==> src/rtl/vote_encrypt_scheduler_pkg.sv <==
// Shared types and defaults for the ballot encryption scheduler.
//   sched_state_t      : scheduler FSM states
//   RAND_WORD_DEFAULT  : default width of one rand_gen word
//   RAND_WORDS_DEFAULT : default number of words per nonce
package vote_encrypt_scheduler_pkg;

  typedef enum logic [1:0] {
    FILL  = 2'd0,
    READY = 2'd1,
    START = 2'd2,
    WAIT  = 2'd3
  } sched_state_t;

  localparam int unsigned RAND_WORD_DEFAULT  = 32;
  localparam int unsigned RAND_WORDS_DEFAULT = 4;

endpackage

==> src/rtl/vote_encrypt_scheduler_if.sv <==
// Scheduler <-> encryptor handshake.
//   enc_start_out : 1-cycle launch strobe (scheduler -> encryptor)
//   enc_vote_out  : vote to encrypt, stable from START through WAIT
//   enc_nonce_out : NW-bit nonce, stable from START through WAIT
//   enc_done_in   : 1-cycle completion strobe (encryptor -> scheduler)
interface vote_encrypt_scheduler_if #(
  parameter int unsigned NW = 128
) ();

  logic          enc_start_out;
  logic          enc_vote_out;
  logic [NW-1:0] enc_nonce_out;
  logic          enc_done_in;

  modport master (
    output enc_start_out,
    output enc_vote_out,
    output enc_nonce_out,
    input  enc_done_in
  );

  modport slave (
    input  enc_start_out,
    input  enc_vote_out,
    input  enc_nonce_out,
    output enc_done_in
  );

endinterface

==> src/rtl/vote_encrypt_scheduler_nonce_collector.sv <==
// Assembles a nonce from successive rand_gen words (newest word in the LSBs).
//   clk_in, rst_in : clock, async active-low reset
//   clear_in       : drop the collected nonce and word count
//   en_in          : words are only taken while enabled
//   word_in        : rand_gen word, qualified by word_valid_in
//   nonce_out      : collected nonce (registered)
//   full_out       : strobe, high in the cycle the last word is taken and the
//                    resulting nonce is non-zero
module vote_encrypt_scheduler_nonce_collector #(
  parameter int unsigned RAND_WORD  = 32,
  parameter int unsigned RAND_WORDS = 4
) (
  input  logic                            clk_in,
  input  logic                            rst_in,
  input  logic                            clear_in,
  input  logic                            en_in,
  input  logic [RAND_WORD-1:0]            word_in,
  input  logic                            word_valid_in,
  output logic [RAND_WORD*RAND_WORDS-1:0] nonce_out,
  output logic                            full_out
);

  localparam int unsigned NW = RAND_WORD * RAND_WORDS;
  localparam int unsigned CW = (RAND_WORDS > 1) ? $clog2(RAND_WORDS) : 1;

  logic [NW-1:0] nonce_q;
  logic [NW-1:0] shifted;
  logic [CW-1:0] cnt_q;
  logic          take;
  logic          last;

  if (RAND_WORDS > 1) begin : g_shift
    assign shifted = {nonce_q[NW-RAND_WORD-1:0], word_in};
  end else begin : g_single
    assign shifted = word_in;
  end

  assign take      = en_in & word_valid_in;
  assign last      = take && (cnt_q == CW'(RAND_WORDS - 1));
  // A complete all-zero nonce is forbidden: no strobe, collection restarts.
  assign full_out  = last && (shifted != '0);
  assign nonce_out = nonce_q;

  always_ff @(posedge clk_in or negedge rst_in) begin
    if (!rst_in) begin
      nonce_q <= '0;
      cnt_q   <= '0;
    end else if (clear_in) begin
      nonce_q <= '0;
      cnt_q   <= '0;
    end else if (take) begin
      nonce_q <= shifted;
      cnt_q   <= last ? '0 : cnt_q + CW'(1);
    end
  end

endmodule

==> src/rtl/vote_encrypt_scheduler.sv <==
// Sequences one ballot at a time into the encryptor: buffers one vote, collects a
// nonce, launches encryption and waits for done with a timeout.
//   clk_in, rst_in   : clock, async active-low reset
//   vote_in          : candidate choice, qualified by vote_valid_in
//   rand_in          : rand_gen word, qualified by rand_valid_in
//   enc              : encryptor handshake (start/vote/nonce out, done in)
//   busy_out         : high in START or WAIT
//   timeout_out      : 1-cycle strobe when WAIT times out
//   launched_cnt_out : ballots completed with done (saturating)
//   dropped_cnt_out  : votes lost to a full buffer (saturating)
module vote_encrypt_scheduler
  import vote_encrypt_scheduler_pkg::*;
#(
  parameter int unsigned RAND_WORD   = RAND_WORD_DEFAULT,
  parameter int unsigned RAND_WORDS  = RAND_WORDS_DEFAULT,
  parameter int unsigned ENC_TIMEOUT = 1_000_000
) (
  input  logic                      clk_in,
  input  logic                      rst_in,
  input  logic                      vote_in,
  input  logic                      vote_valid_in,
  input  logic [RAND_WORD-1:0]      rand_in,
  input  logic                      rand_valid_in,
  vote_encrypt_scheduler_if.master  enc,
  output logic                      busy_out,
  output logic                      timeout_out,
  output logic [15:0]               launched_cnt_out,
  output logic [7:0]                dropped_cnt_out
);

  localparam int unsigned NW = RAND_WORD * RAND_WORDS;
  localparam int unsigned TW = $clog2(ENC_TIMEOUT);

  sched_state_t  state_q;
  logic [TW-1:0] timer_q;
  logic          vbuf_full_q;
  logic          vbuf_vote_q;
  logic [NW-1:0] nonce;
  logic          nonce_full;
  logic          launch;
  logic          done;
  logic          expire;
  logic          clear;

  assign launch = (state_q == READY) && vbuf_full_q;
  assign done   = (state_q == WAIT) && enc.enc_done_in;
  // Done in the same cycle as the last timer value wins over the timeout.
  assign expire = (state_q == WAIT) && !enc.enc_done_in && (timer_q == TW'(ENC_TIMEOUT - 1));
  assign clear  = done | expire;

  vote_encrypt_scheduler_nonce_collector #(
    .RAND_WORD  (RAND_WORD),
    .RAND_WORDS (RAND_WORDS)
  ) u_collector (
    .clk_in        (clk_in),
    .rst_in        (rst_in),
    .clear_in      (clear),
    .en_in         (state_q == FILL),
    .word_in       (rand_in),
    .word_valid_in (rand_valid_in),
    .nonce_out     (nonce),
    .full_out      (nonce_full)
  );

  // Single-entry vote buffer; the launch edge frees the slot, so a vote arriving
  // on that same edge is accepted for the next ballot.
  always_ff @(posedge clk_in or negedge rst_in) begin
    if (!rst_in) begin
      vbuf_full_q     <= 1'b0;
      vbuf_vote_q     <= 1'b0;
      dropped_cnt_out <= '0;
    end else begin
      if (vote_valid_in && (!vbuf_full_q || launch)) begin
        vbuf_full_q <= 1'b1;
        vbuf_vote_q <= vote_in;
      end else if (launch) begin
        vbuf_full_q <= 1'b0;
      end
      if (vote_valid_in && vbuf_full_q && !launch && (dropped_cnt_out != 8'hFF)) begin
        dropped_cnt_out <= dropped_cnt_out + 8'd1;
      end
    end
  end

  always_ff @(posedge clk_in or negedge rst_in) begin
    if (!rst_in) begin
      state_q           <= FILL;
      timer_q           <= '0;
      enc.enc_start_out <= 1'b0;
      enc.enc_vote_out  <= 1'b0;
      enc.enc_nonce_out <= '0;
      busy_out          <= 1'b0;
      timeout_out       <= 1'b0;
      launched_cnt_out  <= '0;
    end else begin
      enc.enc_start_out <= 1'b0;
      timeout_out       <= 1'b0;
      unique case (state_q)
        FILL: begin
          if (nonce_full) state_q <= READY;
        end
        READY: begin
          if (launch) begin
            state_q           <= START;
            enc.enc_start_out <= 1'b1;
            enc.enc_vote_out  <= vbuf_vote_q;
            enc.enc_nonce_out <= nonce;
            busy_out          <= 1'b1;
          end
        end
        START: begin
          state_q <= WAIT;
          timer_q <= '0;
        end
        WAIT: begin
          if (done) begin
            state_q  <= FILL;
            busy_out <= 1'b0;
            if (launched_cnt_out != 16'hFFFF) launched_cnt_out <= launched_cnt_out + 16'd1;
          end else if (expire) begin
            state_q     <= FILL;
            busy_out    <= 1'b0;
            timeout_out <= 1'b1;
          end else begin
            timer_q <= timer_q + TW'(1);
          end
        end
        default: state_q <= FILL;
      endcase
    end
  end

endmodule
==> src/flat_wrapper.sv <==
// flat-port wrapper written by rule: the top's interface ports become plain ports
module vote_encrypt_scheduler_flat import vote_encrypt_scheduler_pkg::*;
#(
  parameter int unsigned RAND_WORD   = RAND_WORD_DEFAULT,
  parameter int unsigned RAND_WORDS  = RAND_WORDS_DEFAULT,
  parameter int unsigned ENC_TIMEOUT = 1_000_000
)
  (clk_in, rst_in, vote_in, vote_valid_in, rand_in, rand_valid_in, busy_out, timeout_out, launched_cnt_out, dropped_cnt_out, enc_enc_start_out, enc_enc_vote_out, enc_enc_nonce_out, enc_enc_done_in);
  vote_encrypt_scheduler_if enc_i ();
  input  logic clk_in;
  input  logic rst_in;
  input  logic vote_in;
  input  logic vote_valid_in;
  input  logic [RAND_WORD-1:0] rand_in;
  input  logic rand_valid_in;
  output logic busy_out;
  output logic timeout_out;
  output logic [15:0] launched_cnt_out;
  output logic [7:0] dropped_cnt_out;
  output wire logic [$bits(enc_i.enc_start_out)-1:0] enc_enc_start_out;
  output wire logic [$bits(enc_i.enc_vote_out)-1:0] enc_enc_vote_out;
  output wire logic [$bits(enc_i.enc_nonce_out)-1:0] enc_enc_nonce_out;
  input wire logic [$bits(enc_i.enc_done_in)-1:0] enc_enc_done_in;
  assign enc_enc_start_out = enc_i.enc_start_out;
  assign enc_enc_vote_out = enc_i.enc_vote_out;
  assign enc_enc_nonce_out = enc_i.enc_nonce_out;
  assign enc_i.enc_done_in = enc_enc_done_in;
  vote_encrypt_scheduler #(.RAND_WORD(RAND_WORD), .RAND_WORDS(RAND_WORDS), .ENC_TIMEOUT(ENC_TIMEOUT)) u_core (.clk_in(clk_in), .rst_in(rst_in), .vote_in(vote_in), .vote_valid_in(vote_valid_in), .rand_in(rand_in), .rand_valid_in(rand_valid_in), .enc(enc_i), .busy_out(busy_out), .timeout_out(timeout_out), .launched_cnt_out(launched_cnt_out), .dropped_cnt_out(dropped_cnt_out));
endmodule
==> config.mk <==
export PLATFORM = sky130hd
export DESIGN_NAME = vote_encrypt_scheduler_flat
export DESIGN_NICKNAME = d
export VERILOG_FILES = /design/src/rtl/vote_encrypt_scheduler_pkg.sv /design/src/rtl/vote_encrypt_scheduler_if.sv /design/src/rtl/vote_encrypt_scheduler_nonce_collector.sv /design/src/rtl/vote_encrypt_scheduler.sv /design/src/flat_wrapper.sv
export SDC_FILE = /design/constraint.sdc
export NUM_CORES = 1
export LEC_CHECK = 0
export BUFFER_PORTS_ARGS = -buffer_cell sky130_fd_sc_hd__buf_2
export CAP_MARGIN = 5
export CORE_MARGIN = 3
export CORE_UTILIZATION = 60
export CTS_BUF_LIST = sky130_fd_sc_hd__clkbuf_8
export DETAILED_ROUTE_END_ITERATION = 12
export GPL_TIMING_DRIVEN = 0
export PLACE_DENSITY = 0.84
export SLEW_MARGIN = 15
export SYNTH_ARGS = -nofsm -noshare
export SYNTH_HDL_FRONTEND = slang
export SYNTH_SLANG_ARGS = --single-unit
==> constraint.sdc <==
create_clock -name clk_in -period 3.7 [get_ports clk_in]
set_input_delay 0 -clock clk_in [delete_from_list [all_inputs] [get_ports clk_in]]
set_output_delay 0 -clock clk_in [all_outputs]
set_load 0.01 [all_outputs]
Word level (Yosys, flattened, before mapping)
Cells that the tools add are included.
{"block": "totals", "ff_bits": 310, "input_bits": 38, "out_inout_bits": 156, "wordCells": 80}
{"block": "op_classes", "addsub": 4, "n_eq_ne": 12, "muxes": 24, "n_bitwise": 2, "reduce_logical": 25}
{"operator": "2-to-1 mux 128 bit", "n": 2}
{"operator": "nonzero test 128 bit", "n": 1}
{"operator": "2-to-1 mux 20 bit", "n": 2}
{"operator": "case mux 20 bit (2 select lines)", "n": 1}
{"operator": "adder 20 x 1 -> 20 bit, second input constant", "n": 1}
{"operator": "equality test 20 bit, second input constant", "n": 1}
{"operator": "adder 16 x 1 -> 16 bit, second input constant", "n": 1}
{"operator": "inequality test 16 bit, second input constant", "n": 1}
{"operator": "2-to-1 mux 2 bit", "n": 7}
{"operator": "AND reduction 3 bit", "n": 4}
{"operator": "logical AND 1 bit", "n": 10}
{"operator": "2-to-1 mux 1 bit", "n": 10}
{"operator": "adder 8 x 1 -> 8 bit, second input constant", "n": 1}
{"operator": "inequality test 8 bit, second input constant", "n": 1}
{"operator": "case mux 2 bit (4 select lines)", "n": 1}
{"operator": "nonzero test 2 bit", "n": 4}
{"operator": "equality test 2 bit, second input constant", "n": 3}
{"operator": "inequality test 2 x 1 -> 1 bit, second input constant", "n": 2}
{"operator": "inequality test 2 bit, second input constant", "n": 2}
{"operator": "logical NOT 1 bit", "n": 3}
{"operator": "inequality test 3 x 1 -> 1 bit, second input constant", "n": 1}
{"operator": "adder 2 x 1 -> 2 bit, second input constant", "n": 1}
{"operator": "equality test 2 x 1 -> 1 bit, second input constant", "n": 1}
{"operator": "logical NOT 2 bit", "n": 1}
{"operator": "other kinds (5)", "n": 5}

Logic depth before layout (Yosys ltp)
Gate-level depths: netlist (run 1).
{"block": "depth", "ltp_word": 6, "depth_mapped": 8, "depth_no_buf": 7}

Cells and area by module
A second synthesis (run 1) with hierarchy kept.
{"block": "hier_totals", "cells_unflattened": 1143, "area_unflattened_um2": 12911.1}
{"module": "vote_encrypt_scheduler", "instances": 1, "cells_per_inst": 534, "area_per_inst_um2": 7427.1}
{"module": "vote_encrypt_scheduler_nonce_collector", "instances": 1, "cells_per_inst": 609, "area_per_inst_um2": 5484.0}

Worst setup path after synthesis (run 1)
Ideal clock, no wire load.
{"block": "synth_timing", "path_type": "register -> register", "start": "register u_core.timer_q[0]", "end": "register u_core.state_q[0]", "setup_ns": 0.126, "t_arrival_ns": 1.742, "t_required_ns": 3.574, "setup_slack_ns": 1.832, "path_stages_with_launch": 8, "path_buffers": 0, "period_less_slack_ns": 1.868, "cell_sequence": "dfrtp_1 > ha_1 > nand2_1 > nor4b_4 > a21o_4 > o21ai_1 > a21o_1 > a221o_1"}
{"block": "synth_between", "elab_chain_cells": 4}
{"item": "start: declaration", "line_no": "vote_encrypt_scheduler.sv:35", "text": "logic [TW-1:0] timer_q;"}
{"item": "start signal: assignment", "line_no": "vote_encrypt_scheduler.sv:125", "text": "timer_q <= timer_q + TW'(1);"}
{"item": "equality test 20 bit", "line_no": "vote_encrypt_scheduler.sv:48", "text": "assign expire = (state_q == WAIT) && !enc.enc_done_in && (timer_q == TW'(ENC_TIMEOUT - 1));"}
{"item": "logical AND 1 bit", "line_no": "vote_encrypt_scheduler.sv:48"}
{"item": "inequality test 3 x 1 -> 1 bit (no line)"}
{"item": "AND reduction 3 bit (no line)"}
{"item": "end signal: assignment", "line_no": "vote_encrypt_scheduler.sv:87", "text": "state_q <= FILL;"}
{"item": "end signal: assignment", "line_no": "vote_encrypt_scheduler.sv:100", "text": "if (nonce_full) state_q <= READY;"}
{"item": "end signal: assignment", "line_no": "vote_encrypt_scheduler.sv:104", "text": "state_q <= START;"}
{"item": "end: declaration", "line_no": "vote_encrypt_scheduler.sv:34", "text": "sched_state_t state_q;"}
No other way between the ends.
A chain may end at the register's enable or synchronous reset.

Final worst setup path (run 1)
{"block": "layout_timing", "start": "register u_core.state_q[0]", "end": "register u_core.u_collector.nonce_q[126], in the netlist u_core.u_collector.nonce_out[126]"}
{"block": "layout_between", "elab_chain_cells": 5, "elab_cells_between_ends": 9}
{"item": "equality test 2 bit", "line_no": "vote_encrypt_scheduler.sv:46, vote_encrypt_scheduler.sv:48"}
{"item": "logical AND 1 bit (2 in series)", "line_no": "vote_encrypt_scheduler.sv:48"}
{"item": "OR 1 bit", "line_no": "vote_encrypt_scheduler.sv:49", "text": "assign clear = done | expire;"}
{"item": "2-to-1 mux 128 bit / nonzero test 2 bit (equally long branches)"}
{"item": "end signal: assignment", "line_no": "vote_encrypt_scheduler_nonce_collector.sv:52", "text": "nonce_q <= shifted;"}
{"item": "end: declaration", "line_no": "vote_encrypt_scheduler_nonce_collector.sv:26", "text": "logic [NW-1:0] nonce_q;"}
Several ways; a longest one is shown, not always the timed one.

==> results.md, run 1 <==
* Reg2Reg Capture Point: u_core.u_collector.nonce_out[126]$_DFFE_PN0P_
* # Post-CTS Setup Buffers at 0
* Post-route antenna net violation count at 0
* WL/cell at 18.57 um
* DR vias/cell at 5.690
* Ports at 194
* VDD IR-drop max at 0.0004247 V
* PnR Total Power at 12610 uW
* Setup CP Type: flip-flop to flip-flop
* Pwr/cell area at 823.9 nW/um2
* Mean Syn Cell Area at 11.20 um2
* Crit path from: u_core.state_q[0]$_DFFE_PN0P_
* Worst Max-Slew Pin Slew at 798.4 ps
* Worst path required time at 4150 ps
* DRC viols at 0
* Setup slack, reg-to-reg at 1110 ps
* Fill cells at 1360
* Critical-path maximum fanout at 10
* Worst-path clk slew at 60 ps
* Die Wd at 151.0 um
* Htree depth at 2
* Pre-CTS WS at 1182 ps
* Critical Path, Cell by Cell: inv_1 -> ha_1 -> nand2_1 -> clkbuf_1 -> clkbuf_1 -> nand2_1 -> a21oi_1
* 1st-iter DRT viols at 704
* CP Capture Point: u_core.u_collector.nonce_out[126]$_DFFE_PN0P_
* RSZ-0062 raised after global routing: no
* Hold/Removal Path Class: input pin to async pin
* Antenna Cells at 0
* Crit path time final at 2594 ps
* TritonCTS Sinks at 310
* Final setup viols at 0
* GRT Util Overall at 28.15%
* Layout net count at 1455
* Vias at 9747
* Share of cells above drive strength 1 at 28.55%
* Ys Warns at 0
* Synthesized cell area at 12610 um2
* Slowest stage cell, crit path: clkbuf_1
* P_leak at 0.007666 uW
* Die area at 22800 um2
* Status: completed
* CTS Buf Count at 48
* Clock Skew at 20.58 ps
* DRT Wirelength at 31820 um
* Top FF cell, synth: dfrtp_1
* Synth cell types at 39
* Max Root-Sink Buffers at 3
* WP buf/inv at 3
* Cell depth of the worst setup path at 7
* Core area at 20430 um2
* Max Clk Rate at 385.5 MHz
* Hold buffers post-CTS at 37
* Port Buffers at 193
* GRT Residual Overflow at 0
* Ys async rst share at 100.0%
* Relative slew slack at 46.46%
* Post-DP Area at 13980 um2
* TNS Setup at 0 ps
* Post-Synthesis Cells at 1126
* Core Rows at 52
* Starting Density at 61.75%
* Maxcap violations at 0
* Worst-skew pair later-pin latency at 560 ps
* CP startpoint kind: flip-flop
* Root Buffer Master: clkbuf_8
* Storage cell area at 7757 um2
* Critical Path Sink Type: flip-flop
* Drt pass-1 iters at 5
* Hold Vio Cnt, Final at 0
* Worst Reg-to-Reg Cells at 7
* CP peak stage delay at 620 ps
* Area of the multi-input gates at 4577 um2
* Crit-path leading delay family: buffers and inverters
* Setup ws final at 1106 ps
* Hpwl dp at 22180 um
* Vias in the first global route at 9864
* Final instance area at 15310 um2
* RD Place Congestion at 0.8698
* EDFF count, synth at 0
* Slew Viols, Final at 0
* Worst r2r src: u_core.state_q[0]$_DFFE_PN0P_
* Final worst path period share at 70.10%
* CTS tree: yes
* # resized after CTS at 0
* Initial antenna violation count at 0
* Critical Path AT at 3050 ps
* Largest net degree at the start of global routing at 107
* Die Ht at 151.0 um
* Synthesis-to-layout area growth at 21.33%
* First-pass GRT wire length at 50580 um
* FF+latch count, synth at 310
* Synth Net Count at 1173
* Register area share after synthesis at 61.50%
## routing by layer
| metal | track usage (%) | part of all wire [%] |
|---|---|---|
| met2 | 44.79 | 47 |
| met1 | 38.79 | 42 |
| met4 | 10.70 | 3.0 |
| met5 | 0 | 0 |
| met3 | 5.625 | 8.1 |
## stage by stage
step / util (%) / std cells / hold slack, ps
after floorplan: - / 1126 / -295.6
after global placement: 68.13 / 1589 / 221.0
after detailed placement: 68.45 / 1591 / 116.0
after CTS: 74.92 / 1713 / 126.2
after global routing: 74.92 / 1713 / 172.2
final: 74.92 / 1713 / 118.5
## worst register-to-register path: stages, from the launching register on
cell and delay (ps):
dfrtp_1 440, inv_1 110, ha_1 280, nand2_1 200, clkbuf_1 560, clkbuf_1 620, nand2_1 110, a21oi_1 180
## Yosys cell counts (2+ instances only)
| library cell | instances | area (um2) |
|---|---|---|
| a21oi_1 | 132 | 660.6 |
| a221o_1 | 2 | 20.02 |
| a41o_1 | 2 | 20.02 |
| and2_1 | 2 | 12.51 |
| and3_1 | 5 | 31.28 |
| and4_1 | 4 | 35.03 |
| buf_2 | 11 | 55.05 |
| clkbuf_1 | 47 | 176.4 |
| dfrtp_1 | 310 | 7757 |
| ha_1 | 9 | 112.6 |
| inv_1 | 10 | 37.54 |
| mux2_2 | 131 | 1475 |
| mux2i_1 | 4 | 40.04 |
| nand2_1 | 292 | 1096 |
| nand2b_1 | 3 | 18.77 |
| nand3_1 | 21 | 105.1 |
| nand3b_1 | 2 | 15.01 |
| nand4_1 | 16 | 100.1 |
| nor2_1 | 25 | 93.84 |
| nor2b_1 | 2 | 12.51 |
| nor3_1 | 4 | 20.02 |
| nor4_1 | 39 | 244.0 |
| o21ai_0 | 4 | 20.02 |
| xnor2_1 | 26 | 227.7 |
| xor2_1 | 9 | 78.83 |
## state kept, by name (all words and copies together), names as in the netlist
register / count
u_core.timer_q: 20
u_core.dropped_cnt_out: 8
u_core.busy_out: 1
u_core.timeout_out: 1
u_core.enc.enc_start_out: 1
u_core.enc.enc_nonce_out: 128
u_core.vbuf_full_q: 1
u_core.state_q: 2
u_core.enc.enc_vote_out: 1
u_core.u_collector.nonce_out: 128
u_core.launched_cnt_out: 16
u_core.vbuf_vote_q: 1
u_core.u_collector.cnt_q: 2
## how the worst min path moves through the flow
stage          cells after the start     startpoint                                         to
5_1_grt                            2         rst_in   u_core.enc.enc_nonce_out[91]$_DFFE_PN0P_
6_report                           2         rst_in   u_core.enc.enc_nonce_out[86]$_DFFE_PN0P_
3_5_place_dp                       1         rst_in  u_core.enc.enc_nonce_out[124]$_DFFE_PN0P_
2_1_floorplan                      0         rst_in                u_core.busy_out$_DFFE_PN0P_
4_1_cts                            2         rst_in  u_core.enc.enc_nonce_out[116]$_DFFE_PN0P_
3_3_place_gp                       2  vote_valid_in             u_core.vbuf_full_q$_DFFE_PN0P_
## where the power goes
| part | switching (uW) | internal (uW) |
|---|---|---|
| sequential | 1170 | 4610 |
| combinational | 2220 | 1830 |
| clock | 1280 | 1500 |
## final cells by class
type | instances | area share (%)
multi-input combinational | 747 | 29.90
inverter | 10 | 0.2452
clock buffer | 62 | 5.575
tap | 270 | 2.207
sequential | 310 | 50.68
buffer | 59 | 1.586
clock inverter | 23 | 0.6458
timing repair buffer | 232 | 9.156
## kinds of logic after synthesis
kind of cell / after synthesis / synth area share [%]
simple gates: 421 / 14.75
flops: 310 / 61.50
compound gates: 147 / 6.199
mux: 135 / 12.01
buf+inv: 69 / 2.222
xor+xnor: 35 / 2.430
fa+ha+maj: 9 / 0.8927
## cell usage in the layout, fill, tap and decap left out, types with 2 or more instances in the layout
master         instances
a21oi_1              132
a221o_1                2
a41o_1                 2
and2_1                 2
and3_1                 5
and4_1                 4
buf_16                 2
buf_2                203
clkbuf_1              47
clkbuf_8              62
clkinv_2               4
clkinvlp_4             2
dfrtp_1              310
dlygate4sd3_1         37
ha_1                   9
inv_1                 27
mux2_2               131
mux2i_1                4
nand2_1              292
nand2b_1               3
nand3_1               21
nand3b_1               2
nand4_1               16
nor2_1                25
nor2b_1                2
nor3_1                 4
nor4_1                39
o21ai_0                4
xnor2_1               26
xor2_1                 9
Note: power is estimated with default switching activity, not from simulation.
==> run 2, diff against run 1 <==
Settings changed: CORE_UTILIZATION 60 to 59, PLACE_DENSITY 0.84 to 0.82.
Clock period 3.7 ns to 2.4 ns, I/O delays scaled along.
==> run 2 against run 1 <==
Sequential power grew 54%. Utilization is essentially flat. Clock skew grew 13 ps. Die area grew 1.6%. First-iteration DRC count grew 15%. Clock power grew 68%. Critical path depth shrank 1. Final cell count grew 0.18%. Sequential share of layout area shrank 0.48 points. Maximum frequency grew 13%. Largest power group unchanged.
==> results.md, run 2 (synthesized netlist as in run 1, its figures left out) <==
* Final worst path period share at 95.57% (was 70.10%)
* Status: completed (unchanged)
* Layout net count at 1456 (was 1455)
* TritonCTS Sinks at 310 (unchanged)
* Relative slew slack at 49.57% (was 46.46%)
* DRT Wirelength at 33260 um (was 31820 um)
* Setup CP Type: flip-flop to flip-flop (unchanged)
* Clock Skew at 33.10 ps (was 20.58 ps)
* 1st-iter DRT viols at 809 (was 704)
* Pwr/cell area at 1287 nW/um2 (was 823.9 nW/um2)
* VDD IR-drop max at 0.0007219 V (was 0.0004247 V)
* Storage cell area at 7757 um2 (unchanged)
* RD Place Congestion at 0.8516 (was 0.8698)
* Maxcap violations at 0 (unchanged)
* Largest net degree at the start of global routing at 101 (was 107)
* Critical Path AT at 2760 ps (was 3050 ps)
* Critical-path maximum fanout at 10 (unchanged)
* First-pass GRT wire length at 53630 um (was 50580 um)
* Vias at 9816 (was 9747)
* Antenna Cells at 0 (unchanged)
* Worst-skew pair later-pin latency at 580 ps (was 560 ps)
* Crit path from: u_core.state_q[1]$_DFFE_PN0P_ (was u_core.state_q[0]$_DFFE_PN0P_)
* Die Wd at 152.2 um (was 151.0 um)
* # Post-CTS Setup Buffers at 0 (unchanged)
* Hold/Removal Path Class: input pin to async pin (unchanged)
* CP startpoint kind: flip-flop (unchanged)
* Core area at 20620 um2 (was 20430 um2)
* Met2 GRT Util at 46.15% (was 44.79%)
* Post-route antenna net violation count at 0 (unchanged)
* Htree depth at 2 (unchanged)
* Worst-path clk slew at 60 ps (about the same)
* Starting Density at 61.16% (was 61.75%)
* Synthesis-to-layout area growth at 22.50% (was 21.33%)
* Comb power frac at 31.7% (was 32.1%)
* Most frequent cells in the layout: dfrtp_1, nand2_1, buf_2 (unchanged)
* Final std cells w/o fill at 1716 (was 1713)
* Setup slack, reg-to-reg at 110 ps (was 1110 ps)
* Critical Path Sink Type: flip-flop (unchanged)
* Sw frac at 36.91% (was 37.06%)
* DRC viols at 0 (unchanged)
* Initial antenna violation count at 0 (unchanged)
* GRT Residual Overflow at 0 (unchanged)
* CP Capture Point: u_core.enc.enc_nonce_out[102]$_DFFE_PN0P_ (was u_core.u_collector.nonce_out[126]$_DFFE_PN0P_)
* Worst Max-Slew Pin Slew at 751.9 ps (was 798.4 ps)
* Int Power at 12550 uW (was 7937 uW)
* Vias in the first global route at 9955 (was 9864)
* Area of the multi-input gates at 4579 um2 (was 4577 um2)
* Core Rows at 52 (unchanged)
* Worst path required time at 2860 ps (was 4150 ps)
* Max Clk Rate at 436.0 MHz (was 385.5 MHz)
* Seq pwr share at 44.9% (was 45.8%)
* Ports at 194 (unchanged)
* RSZ-0062 raised after global routing: no (unchanged)
* Drt pass-1 iters at 5 (unchanged)
* Share of cells above drive strength 1 at 29.94% (was 28.55%)
* Commonest non-fill, non-tap cell in the layout: dfrtp_1 (unchanged)
* Reg2Reg Capture Point: u_core.enc.enc_nonce_out[102]$_DFFE_PN0P_ (was u_core.u_collector.nonce_out[126]$_DFFE_PN0P_)
* M3 GR Usage at 6.049% (was 5.625%)
* P_leak at 0.007745 uW (was 0.007666 uW)
* Worst Reg-to-Reg Cells at 6 (was 7)
* TNS Setup at 0 ps (unchanged)
* Root Buffer Master: clkbuf_8 (unchanged)
* NetSw at 7341 uW (was 4674 uW)
* Max Root-Sink Buffers at 3 (unchanged)
* PnR Total Power at 19890 uW (was 12610 uW)
* Crit path time final at 2294 ps (was 2594 ps)
* Worst r2r src: u_core.state_q[1]$_DFFE_PN0P_ (was u_core.state_q[0]$_DFFE_PN0P_)
* Final setup viols at 0 (unchanged)
* Clock power share at 23.4% (was 22.0%)
* Core Util, Final at 74.92% (about the same)
* Slew Viols, Final at 0 (unchanged)
* Fill cells at 1312 (was 1360)
* Hold Vio Cnt, Final at 0 (unchanged)
* GRT Util Overall at 28.52% (was 28.15%)
* Die Ht at 152.2 um (was 151.0 um)
* DR vias/cell at 5.720 (was 5.690)
* Most crowded layer after global routing: met2 (unchanged)
* GR Util met1 at 39.65% (was 38.79%)
* Placed insts at 1592 (was 1591)
* WL/cell at 19.38 um (was 18.57 um)
* Die area at 23170 um2 (was 22800 um2)
* CTS tree: yes (unchanged)
* Port Buffers at 193 (unchanged)
* Hold_ws at 41.41 ps (was 118.5 ps)
* CTS Buf Count at 48 (unchanged)
* Hpwl dp at 22250 um (was 22180 um)
## run 2: metal layers
layer | routed length [um] | vias to the layer above
met4 | 716 | 0
met3 | 2870 | 65
li1 | - | 4440
met1 | 13460 | 4837
met5 | 0 | -
met2 | 16220 | 474
## run 2: what timing repair did
item                                    CTS  global route
gates resized for setup                   4            17
hold buffers                             38             0
pin swaps                                 0             0
endpoints found under the setup margin  114           119
hold endpoints to repair                153             0
## run 2: layout make-up
class | count | share of cell area [%]
sequential | 310 | 50.20
multi-input combinational | 747 | 29.64
timing repair buffer | 234 | 9.312
clock buffer | 67 | 5.968
tap | 270 | 2.186
buffer | 58 | 1.652
clock inverter | 20 | 0.8016
inverter | 10 | 0.2429
## run 2: critical path, stage by stage, from the launching register on
cell      delay [ps]
dfrtp_1          420
inv_1            110
ha_1             230
nand2_1          150
clkbuf_2         350
clkbuf_1         500
mux2_2           400
## run 2: power groups by stage
stage	combinational, uW	sequential (uW)	clock (uW)
after detailed placement	6160	8880	0
final	6300	8920	4660
after floorplan	3700	8690	0
after global routing	6880	9140	4950
after CTS	6280	8840	4710
after global placement	5920	8800	0
## run 2: how the worst min path moves through the flow
stage,from,endpoint,slack [ps]
after floorplan,rst_in,u_core.busy_out$_DFFE_PN0P_,-300
after global placement,vote_valid_in,u_core.vbuf_full_q$_DFFE_PN0P_,220
after detailed placement,rst_in,u_core.launched_cnt_out[5]$_DFFE_PN0P_,-180
after CTS,rst_in,u_core.launched_cnt_out[10]$_DFFE_PN0P_,50
after global routing,rst_in,u_core.launched_cnt_out[6]$_DFFE_PN0P_,80
final,rst_in,u_core.launched_cnt_out[10]$_DFFE_PN0P_,40
## run 2: metrics by stage
step	area, um2	worst slack (ps)
floorplan	12610	531.8
finish	15450	106.4
global placement	13920	-4297
global route	15450	0.003775
detailed placement	14010	-125.6
CTS	15440	66.66
==> run 3, diff against run 2 <==
Settings changed: MAX_ROUTING_LAYER set to met4.
==> run 3 against run 2 <==
Maximum frequency barely moved. Via count up 0.71%. Die area unchanged. Critical path type unchanged. Critical endpoint unchanged.
==> results.md, run 3 (synthesized netlist as in run 1, its figures left out) <==
* Status: completed (unchanged)
* Worst Max-Slew Pin Slew at 749.0 ps (was 751.9 ps)
* Setup CP Type: flip-flop to flip-flop (unchanged)
* TNS Setup at 0 ps (unchanged)
* Maxcap violations at 0 (unchanged)
* Share of cells above drive strength 1 at 29.94% (unchanged)
* Final instance area at 15450 um2 (unchanged)
* Clock power share at 23.4% (about the same)
* Post-DP Area at 14010 um2 (unchanged)
* Post-route antenna net violation count at 0 (unchanged)
* Ports at 194 (unchanged)
* Relative slew slack at 49.76% (was 49.57%)
* Commonest non-fill, non-tap cell in the layout: dfrtp_1 (unchanged)
* Layout net count at 1456 (unchanged)
* Clock Skew at 36.55 ps (was 33.10 ps)
* Hold_ws at 40.52 ps (was 41.41 ps)
* Synthesis-to-layout area growth at 22.50% (unchanged)
* CP startpoint kind: flip-flop (unchanged)
* Hold/Removal Path Class: input pin to async pin (unchanged)
* GRT Residual Overflow at 0 (unchanged)
* RSZ-0062 raised after global routing: no (unchanged)
* TritonCTS Sinks at 310 (unchanged)
* PnR Total Power at 19890 uW (about the same)
* Final worst path period share at 95.55% (was 95.57%)
* Starting Density at 61.16% (unchanged)
* Htree depth at 2 (unchanged)
* NetSw at 7346 uW (was 7341 uW)
* Die Ht at 152.2 um (unchanged)
* Core Rows at 52 (unchanged)
* DRC viols at 0 (unchanged)
* Vias in the first global route at 9962 (was 9955)
* Most frequent cells in the layout: dfrtp_1, nand2_1, buf_2 (unchanged)
* Worst-path clk slew at 60 ps (about the same)
* Root Buffer Master: clkbuf_8 (unchanged)
* Critical Path Sink Type: flip-flop (unchanged)
* Sw frac at 36.93% (was 36.91%)
* Comb power frac at 31.7% (about the same)
* Int Power at 12550 uW (about the same)
* DR vias/cell at 5.761 (was 5.720)
* 1st-iter DRT viols at 824 (was 809)
* CTS tree: yes (unchanged)
* Core area at 20620 um2 (unchanged)
* Slew Viols, Final at 0 (unchanged)
* Drt pass-1 iters at 5 (unchanged)
* WL/cell at 19.36 um (was 19.38 um)
* Worst path required time at 2860 ps (about the same)
* Critical-path maximum fanout at 10 (unchanged)
* Antenna Cells at 0 (unchanged)
* Crit path time final at 2293 ps (was 2294 ps)
* Seq pwr share at 44.9% (about the same)
* GRT Util Overall at 29.35% (was 28.52%)
* VDD IR-drop max at 0.0007235 V (was 0.0007219 V)
* Largest net degree at the start of global routing at 101 (unchanged)
* Final setup viols at 0 (unchanged)
* CTS Buf Count at 48 (unchanged)
* RD Place Congestion at 0.8650 (was 0.8516)
* Critical Path AT at 2750 ps (was 2760 ps)
* Worst-skew pair later-pin latency at 580 ps (about the same)
* First-pass GRT wire length at 53560 um (was 53630 um)
* P_leak at 0.007745 uW (unchanged)
* Hpwl dp at 22250 um (unchanged)
* Max Root-Sink Buffers at 3 (unchanged)
* Die area at 23170 um2 (unchanged)
* Vias at 9886 (was 9816)
* Max Clk Rate at 436.1 MHz (was 436.0 MHz)
* Initial antenna violation count at 0 (unchanged)
* Die Wd at 152.2 um (unchanged)
* DRT Wirelength at 33220 um (was 33260 um)
* Hold Vio Cnt, Final at 0 (unchanged)
* Pwr/cell area at 1287 nW/um2 (about the same)
* Port Buffers at 193 (unchanged)
run 3: cell counts in the layout (fill, tap and decap cells not counted):
No cell type changed its count.
run 3: layout make-up:
| type | count | area, um2 |
|---|---|---|
| Buffer | 58 | 255.2 |
| Inverter | 10 | 37.54 |
| Sequential cell | 310 | 7757 |
| Clock buffer | 67 | 922.1 |
| Fill cell | 1312 | 5172 |
| Tap cell | 270 | 337.8 |
| Multi-Input combinational cell | 747 | 4579 |
| Clock inverter | 20 | 123.9 |
| Timing Repair Buffer | 234 | 1439 |
run 3: critical path: stages (launching register included):
cell and delay, ps:
dfrtp_1 420, inv_1 110, ha_1 230, nand2_1 150, clkbuf_2 350, clkbuf_1 500, mux2_2 400
run 3: timing repair:
action	in CTS	in global routing
resized for setup	4	17
setup buffers	0	0
endpoints found under the setup margin	114	115
hold buffers	38	0
hold endpoints to repair	153	0
run 3: metal layers:
metal  vias up  wire, um  part of all wire, %  track usage, %
li1       4432         -                    -               -
met5         -         0                    0               -
met4         0       701                  2.1           8.134
met1      4889     13550                   41           39.83
met2       500     16190                   49           46.15
met3        65      2780                  8.4           5.595
run 3: through the flow:
stage                     std cells  setup WS (ps)  util (%)
final                          1716          106.9     74.92
after global routing           1716          6.567     74.92
after CTS                      1716          66.66     74.86
after detailed placement       1592         -125.6     67.93
after global placement         1589          -4297     67.48
after floorplan                1126          531.8         -
run 3: path summary, 6_finish.rpt:
| check | start | endpoint | slack [ps] | cells after the start |
|---|---|---|---|---|
| worst max-delay path | u_core.state_q[1]$_DFFE_PN0P_ | u_core.enc.enc_nonce_out[102]$_DFFE_PN0P_ | 110 | 6 |
| worst min-delay path | rst_in | u_core.launched_cnt_out[10]$_DFFE_PN0P_ | 40 | 3 |
| worst max register to register | u_core.state_q[1]$_DFFE_PN0P_ | u_core.enc.enc_nonce_out[102]$_DFFE_PN0P_ | 110 | 6 |
| worst min register to register | u_core.timer_q[19]$_DFFE_PN0P_ | u_core.timer_q[19]$_DFFE_PN0P_ | 500 | 1 |
| max in group asynchronous | rst_in | u_core.enc.enc_nonce_out[23]$_DFFE_PN0P_ | 1390 | 3 |
| min in group clk_in | rand_in[25] | u_core.u_collector.nonce_out[25]$_DFFE_PN0P_ | 220 | 4 |
run 3: power by group through the flow:
stage               Clock, uW  Sequential, uW  Combinational, uW
floorplan                   0            8690               3700
global placement            0            8800               5920
detailed placement          0            8880               6160
CTS                      4710            8840               6280
global route             4950            9140               6880
finish                   4660            8930               6300
